`src/rtl/remote_comm.sv`:
```
// Ground-side end of the copter command link: sends {cmd, data} as three 8N1 bytes,
// then waits for a one-byte reply from the copter or gives up after TIMEOUT_CYC clocks.
module remote_comm #(
   parameter int BAUD_DIV    = 2604,
   parameter int TIMEOUT_CYC = 5_000_000
) (
   input  logic        clk,
   input  logic        rst_n,
   input  logic        snd_cmd,
   input  logic [7:0]  cmd,
   input  logic [15:0] data,
   input  logic        RX,
   output logic        TX,
   output logic        busy,
   output logic        cmd_sent,
   output logic        resp_rdy,
   output logic [7:0]  resp,
   output logic        timeout
);
   localparam int BW = $clog2(BAUD_DIV);
   localparam int TW = $clog2(TIMEOUT_CYC + 1);
   localparam logic [BW-1:0] BAUD_LAST = BW'(BAUD_DIV - 1);
   localparam logic [BW-1:0] BAUD_MID  = BW'(BAUD_DIV / 2 - 1);
   localparam logic [TW-1:0] TMO_MAX   = TW'(TIMEOUT_CYC);

   typedef enum logic [2:0] {S_IDLE, S_TX_CMD, S_TX_DHI, S_TX_DLO, S_WAIT_RESP} state_e;
   typedef enum logic [1:0] {R_IDLE, R_START, R_DATA, R_STOP} rx_state_e;

   state_e          state_q, state_d;
   logic [15:0]     data_q, data_d;
   logic [9:0]      tx_sh_q, tx_sh_d;
   logic [BW-1:0]   tx_baud_q, tx_baud_d;
   logic [3:0]      tx_bit_q, tx_bit_d;
   logic [TW-1:0]   tmo_cnt_q, tmo_cnt_d, tmo_inc;
   logic [7:0]      resp_q, resp_d;
   logic            cmd_sent_q, cmd_sent_d;
   logic            resp_rdy_q, resp_rdy_d;
   logic            timeout_q, timeout_d;

   rx_state_e       rx_state_q, rx_state_d;
   logic [BW-1:0]   rx_baud_q, rx_baud_d;
   logic [3:0]      rx_bit_q, rx_bit_d;
   logic [7:0]      rx_sh_q, rx_sh_d;
   logic            rx_s1_q, rx_s2_q, rx_s3_q;
   logic            rx_ok;

   assign tmo_inc = (tmo_cnt_q == TMO_MAX) ? tmo_cnt_q : tmo_cnt_q + 1'b1;

   // NOTE: every always_comb output gets a default first, so no path can infer a latch.
   always_comb begin
      rx_state_d = rx_state_q;
      rx_baud_d  = rx_baud_q;
      rx_bit_d   = rx_bit_q;
      rx_sh_d    = rx_sh_q;
      rx_ok      = 1'b0;
      unique case (rx_state_q)
         R_IDLE: if (rx_s3_q && !rx_s2_q) begin
            rx_state_d = R_START;
            rx_baud_d  = '0;
         end
         R_START: if (rx_baud_q == BAUD_MID) begin
            rx_baud_d  = '0;
            rx_bit_d   = '0;
            rx_state_d = rx_s2_q ? R_IDLE : R_DATA;
         end else rx_baud_d = rx_baud_q + 1'b1;
         R_DATA: if (rx_baud_q == BAUD_LAST) begin
            rx_baud_d = '0;
            rx_sh_d   = {rx_s2_q, rx_sh_q[7:1]};
            rx_bit_d  = rx_bit_q + 4'd1;
            if (rx_bit_q == 4'd7) rx_state_d = R_STOP;
         end else rx_baud_d = rx_baud_q + 1'b1;
         R_STOP: if (rx_baud_q == BAUD_LAST) begin
            rx_baud_d  = '0;
            rx_state_d = R_IDLE;
            rx_ok      = rx_s2_q;
         end else rx_baud_d = rx_baud_q + 1'b1;
         default: rx_state_d = R_IDLE;
      endcase
   end

   always_comb begin
      state_d    = state_q;
      data_d     = data_q;
      tx_sh_d    = tx_sh_q;
      tx_baud_d  = tx_baud_q;
      tx_bit_d   = tx_bit_q;
      tmo_cnt_d  = tmo_cnt_q;
      resp_d     = resp_q;
      cmd_sent_d = 1'b0;
      resp_rdy_d = 1'b0;
      timeout_d  = 1'b0;
      unique case (state_q)
         S_IDLE: if (snd_cmd) begin
            state_d   = S_TX_CMD;
            data_d    = data;
            tx_sh_d   = {1'b1, cmd, 1'b0};
            tx_baud_d = '0;
            tx_bit_d  = '0;
         end
         S_TX_CMD, S_TX_DHI, S_TX_DLO: begin
            if (tx_baud_q != BAUD_LAST) begin
               tx_baud_d = tx_baud_q + 1'b1;
            end else begin
               tx_baud_d = '0;
               if (tx_bit_q != 4'd9) begin
                  tx_bit_d = tx_bit_q + 4'd1;
                  tx_sh_d  = {1'b1, tx_sh_q[9:1]};
               end else begin
                  // Stop bit done: next byte starts immediately with its start bit.
                  tx_bit_d = '0;
                  if (state_q == S_TX_CMD) begin
                     state_d = S_TX_DHI;
                     tx_sh_d = {1'b1, data_q[15:8], 1'b0};
                  end else if (state_q == S_TX_DHI) begin
                     state_d = S_TX_DLO;
                     tx_sh_d = {1'b1, data_q[7:0], 1'b0};
                  end else begin
                     state_d    = S_WAIT_RESP;
                     tx_sh_d    = '1;
                     cmd_sent_d = 1'b1;
                     tmo_cnt_d  = '0;
                  end
               end
            end
         end
         S_WAIT_RESP: begin
            tmo_cnt_d = tmo_inc;
            if (rx_ok) begin
               resp_d     = rx_sh_q;
               resp_rdy_d = 1'b1;
               state_d    = S_IDLE;
            end else if (tmo_inc == TMO_MAX) begin
               timeout_d = 1'b1;
               state_d   = S_IDLE;
            end
         end
         default: state_d = S_IDLE;
      endcase
   end

   // NOTE: synchronizer and TX shifter reset to 1 so the idle line never looks like a start bit.
   always_ff @(posedge clk or negedge rst_n) begin
      if (!rst_n) begin
         state_q    <= S_IDLE;
         data_q     <= '0;
         tx_sh_q    <= '1;
         tx_baud_q  <= '0;
         tx_bit_q   <= '0;
         tmo_cnt_q  <= '0;
         resp_q     <= '0;
         cmd_sent_q <= 1'b0;
         resp_rdy_q <= 1'b0;
         timeout_q  <= 1'b0;
         rx_state_q <= R_IDLE;
         rx_baud_q  <= '0;
         rx_bit_q   <= '0;
         rx_sh_q    <= '0;
         rx_s1_q    <= 1'b1;
         rx_s2_q    <= 1'b1;
         rx_s3_q    <= 1'b1;
      end else begin
         state_q    <= state_d;
         data_q     <= data_d;
         tx_sh_q    <= tx_sh_d;
         tx_baud_q  <= tx_baud_d;
         tx_bit_q   <= tx_bit_d;
         tmo_cnt_q  <= tmo_cnt_d;
         resp_q     <= resp_d;
         cmd_sent_q <= cmd_sent_d;
         resp_rdy_q <= resp_rdy_d;
         timeout_q  <= timeout_d;
         rx_state_q <= rx_state_d;
         rx_baud_q  <= rx_baud_d;
         rx_bit_q   <= rx_bit_d;
         rx_sh_q    <= rx_sh_d;
         rx_s1_q    <= RX;
         rx_s2_q    <= rx_s1_q;
         rx_s3_q    <= rx_s2_q;
      end
   end

   assign TX       = tx_sh_q[0];
   assign busy     = (state_q != S_IDLE);
   assign cmd_sent = cmd_sent_q;
   assign resp_rdy = resp_rdy_q;
   assign resp     = resp_q;
   assign timeout  = timeout_q;
endmodule
```
`config.mk`:
```
export PLATFORM = sky130hd
export DESIGN_NAME = remote_comm
export DESIGN_NICKNAME = d
export VERILOG_FILES = /design/src/rtl/remote_comm.sv
export SDC_FILE = /design/constraint.sdc
export NUM_CORES = 1
export LEC_CHECK = 0
export BUFFER_PORTS_ARGS = -buffer_cell sky130_fd_sc_hd__buf_2
export CORE_MARGIN = 2
export CORE_UTILIZATION = 40
export CTS_BUF_LIST = sky130_fd_sc_hd__clkbuf_16
export CTS_CLUSTER_DIAMETER = 30
export DETAILED_ROUTE_END_ITERATION = 8
export GPL_TIMING_DRIVEN = 0
export PLACE_DENSITY_LB_ADDON = 0.3
export SYNTH_ARGS = -nofsm -noshare
export SYNTH_HDL_FRONTEND = slang
export SYNTH_SLANG_ARGS = --single-unit
```
`constraint.sdc`:
```
create_clock -name clk -period 5.14 [get_ports clk]
set_input_delay 0.514 -clock clk [delete_from_list [all_inputs] [get_ports clk]]
set_output_delay 0.514 -clock clk [all_outputs]
set_load 0.005 [all_outputs]
```
==> flow_summary_export.csv <==
group,metric,value,unit
run_status,status,"finished, final reports clean",
detailed_routing,antenna_left,0,
clock_tree,cts_buffers,9,
final_layout,n_antenna_cell,0,
timing,rsz0062_at_grt,"false",
detailed_routing,routed_wl,11800,um
floorplan,ioPinCount,41,
placed_design,place_ws,1.89,ns
floorplan,core,13300,um^2
hold_path,hp-class,"in -> async",
synthesis,async_flop_share,100,%
worst_setup_path,critPathLaunchType,"flip-flop",
global_routing,grt_pass1_vias,4188,
floorplan,die_x,121,um
clock_tree,clk_pin_slew_worst_paths,0.07,ns
final_layout,fillCellCount,1293,
timing,final.period_utilization,64.5,%
power_and_ir_drop,leakagePower,0.00267,uW
synthesis,yosys-top-cells-area,"dfrtp_1, mux2_2, o21ai_0",
final_layout,final_cells,792,
floorplan,die_h,121,um
placed_design,gp_congestion,0.878,
synthesis,yosysWarnings,0,
timing,setup_violations,0,
synthesis,syn_nets,596,
detailed_routing,drc,0,
synthesis,synth_ff_type,"dfrtp_1",
global_routing,grt_pass1_wl,20500,um
timing,fmax,302,MHz
clock_tree,htreeDepth,3,
final_layout,layout-drive-gt1-share,19.3,%
floorplan,initial_core_util,41.2,%
power_and_ir_drop,power_density,282,nW/um^2
timing,setup_slack,1.82,ns
run,cap_violations,0,
clock_tree,post_cts_buffers,0,
detailed_routing,vias,4314,
worst_setup_path,crit_arrival,3.57,ns
worst_setup_path,critical_path_class,"reg -> reg",
detailed_routing,wire_per_inst,14.9,um
final_layout,seq_area,2690,um^2
global_routing,grt_start_max_net_pins,63,
final_layout,multi_input_area,2630,um^2
placed_design,dpl.cell_count,777,
clock_tree,tritoncts,"built",
clock_tree,cts_hold_buf,0,
clock_tree,insertion_delay,0.35,ns
clock_tree,cts.sinks,107,
synthesis,avgSynthCellArea,9.82,um^2
timing,drv_slew,0,
timing,fin_crit,3.32,ns
worst_setup_path,ff2ff_path_depth,9,
clock_tree,ctsRootBufferMaster,"clkbuf_16",
final_layout,utilization,46.5,%
synthesis,yosysSeqAreaShare,49.0,%
timing,skew,0.00807,ns
final_layout,design_area,6210,um^2
final_layout,fin_nets,648,
synthesis,ys_ff_latch,107,
synthesis,synth_top_cell_by_area,"dfrtp_1",
timing,finalHoldViolCount,0,
detailed_routing,viasPerCell,5.45,
power_and_ir_drop,ir_worst_vdd,0.000251,V
synthesis,synth_enable_flop_cells,0,
clock_tree,clk_path_buf_depth,2,
timing,tightestPinTransition,1.23,ns
synthesis,synth_top_area_share,43.2,%
worst_setup_path,cp.required,5.39,ns
worst_setup_path,end_kind,"flip-flop",
synthesis,synthCells,560,
floorplan,rows,42,
floorplan,dieArea,14700,um^2
placed_design,hpwl,8410,um
final_layout,syn2layout_area_growth,12.9,%
global_routing,grt-ovfl-total,0,
detailed_routing,first_pass_iters,5,
placed_design,io_buffers,40,
worst_setup_path,crit_path_max_fanout,9,
global_routing,grt_use_total,17.5,%
global_routing,antenna_found_initial,0,
clock_tree,cts_resized,0,
synthesis,synth_cell_types,61,
timing,relSlewSlack,17.7,%
placed_design,dpl_cell_area,5950,um^2
synthesis,netlist_area,5500,um^2
timing,fin_setup_tns,0,ns
detailed_routing,dr.first_iter.drc_count,295,
[placed cells by master, fill, tap and decap left out, types with 3 or more instances in the layout]
cell type,instances
o31ai_1,9
nor2b_1,3
nand4_1,11
nand4b_1,3
clkbuf_16,9
nand2_1,57
nand3_1,31
dfstp_2,12
nor2_1,51
buf_2,41
xor2_1,13
clkbuf_1,24
o21ai_0,67
mux2i_1,3
o221ai_1,7
and3_1,7
nand2b_1,8
o211ai_1,3
a21oi_1,6
ha_1,8
mux2_2,35
a31oi_1,8
and2_1,3
and4_1,6
dfrtp_1,95
nor3_1,8
inv_1,13
nor3b_1,3
nor4b_1,3
xnor2_1,9
nor4bb_1,3
o41ai_1,5
or3_1,5
nor4_1,4
[worst max-delay path, cell delays in order, from the launching register on]
cell      delay (ns)
dfrtp_1         0.46
ha_1            0.18
clkbuf_1        0.30
nand4_1         0.28
nor3_1          0.53
and4_1          0.38
mux2_2          0.36
mux2i_1         0.19
and4b_1         0.30
nor3b_2         0.25
[kinds of logic after synthesis]
family                     share of synthesized area [%]
xor gates and xnor gates                            3.50
muxes                                               7.72
AOI/OAI and AO/OA                                   12.8
DFF                                                 49.0
and+or+nand+nor                                     22.1
adders and majority gates                           1.82
buffers and inverters                               3.12
[power breakdown]
| group | switching [uW] | leakage, uW | internal, uW |
|---|---|---|---|
| sequential | 50.7 | 0.00141 | 892 |
| clock | 301 | 0.000128 | 322 |
| combinational | 109 | 0.00113 | 77.5 |
| total | 460 | 0.00267 | 1290 |
[worst paths after layout]
| path | end | from | slack [ns] |
|---|---|---|---|
| max in group asynchronous | rx_s2_q | rst_n | 4.24 |
| worst max-delay path | timeout | tmo_cnt_q[0] | 1.82 |
| worst max register to register | timeout | tmo_cnt_q[0] | 1.82 |
| min in group clk | rx_s1_q | RX | 0.26 |
| worst min register to register | rx_s2_q | rx_s1_q | 0.36 |
| worst min-delay path | tx_baud_q[9] | rst_n | 0.16 |
[final cells by class]
class                      count  share of cell area, %
sequential                   107                   43.4
multi-input combinational    411                   42.4
timing repair buffer          41                   3.71
clock buffer                   9                   3.63
tap                          176                   3.55
buffer                        29                   1.98
inverter                      13                  0.786
clock inverter                 6                  0.524
[per-stage QoR]
stage | hold WS (ns) | total power (uW)
after floorplan | 0.218 | 1080
after global placement | 0.347 | 1140
after detailed placement | 0.348 | 1150
after CTS | 0.192 | 1770
after global routing | 0.212 | 1850
final | 0.164 | 1750
[layer usage]
metal | global-route usage (%) | part of all wire [%]
met3 | 4.93 | 4.1
met2 | 27.8 | 47
met1 | 24.0 | 47
met5 | 0 | 0
met4 | 3.81 | 1.1
[flip-flops by register name, summed over array words and instances (netlist names), named ones only]
| name | count |
|---|---|
| tmo_cnt_q | 23 |
| rx_s1_q | 1 |
| data_q | 16 |
| resp | 8 |
| state_q | 3 |
| rx_baud_q | 12 |
| rx_s2_q | 1 |
| tx_sh_q | 9 |
| tx_baud_q | 12 |
| resp_rdy | 1 |
| timeout | 1 |
| rx_state_q | 1 |
| rx_s3_q | 1 |
| cmd_sent | 1 |
| tx_bit_q | 4 |
| rx_bit_q | 4 |
| rx_sh_q | 8 |
[synth_stat cells, drive strengths merged (2+ instances only)]
library cell	instances
a211oi	2
a21oi	6
a31oi	8
and2	5
and3	7
and4	6
and4b	2
buf	5
clkbuf	24
dfrtp	95
dfstp	12
ha	8
inv	13
mux2	35
mux2i	3
nand2	57
nand2b	8
nand3	32
nand3b	2
nand4	11
nand4b	3
nor2	51
nor2b	3
nor3	9
nor3b	5
nor4	5
nor4b	3
nor4bb	3
o211ai	3
o21ai	67
o221ai	7
o22ai	2
o31ai	10
o41ai	5
or2	2
or3	6
or4	3
or4b	2
xnor2	9
xor2	13
(Power assumes the default switching activity.)
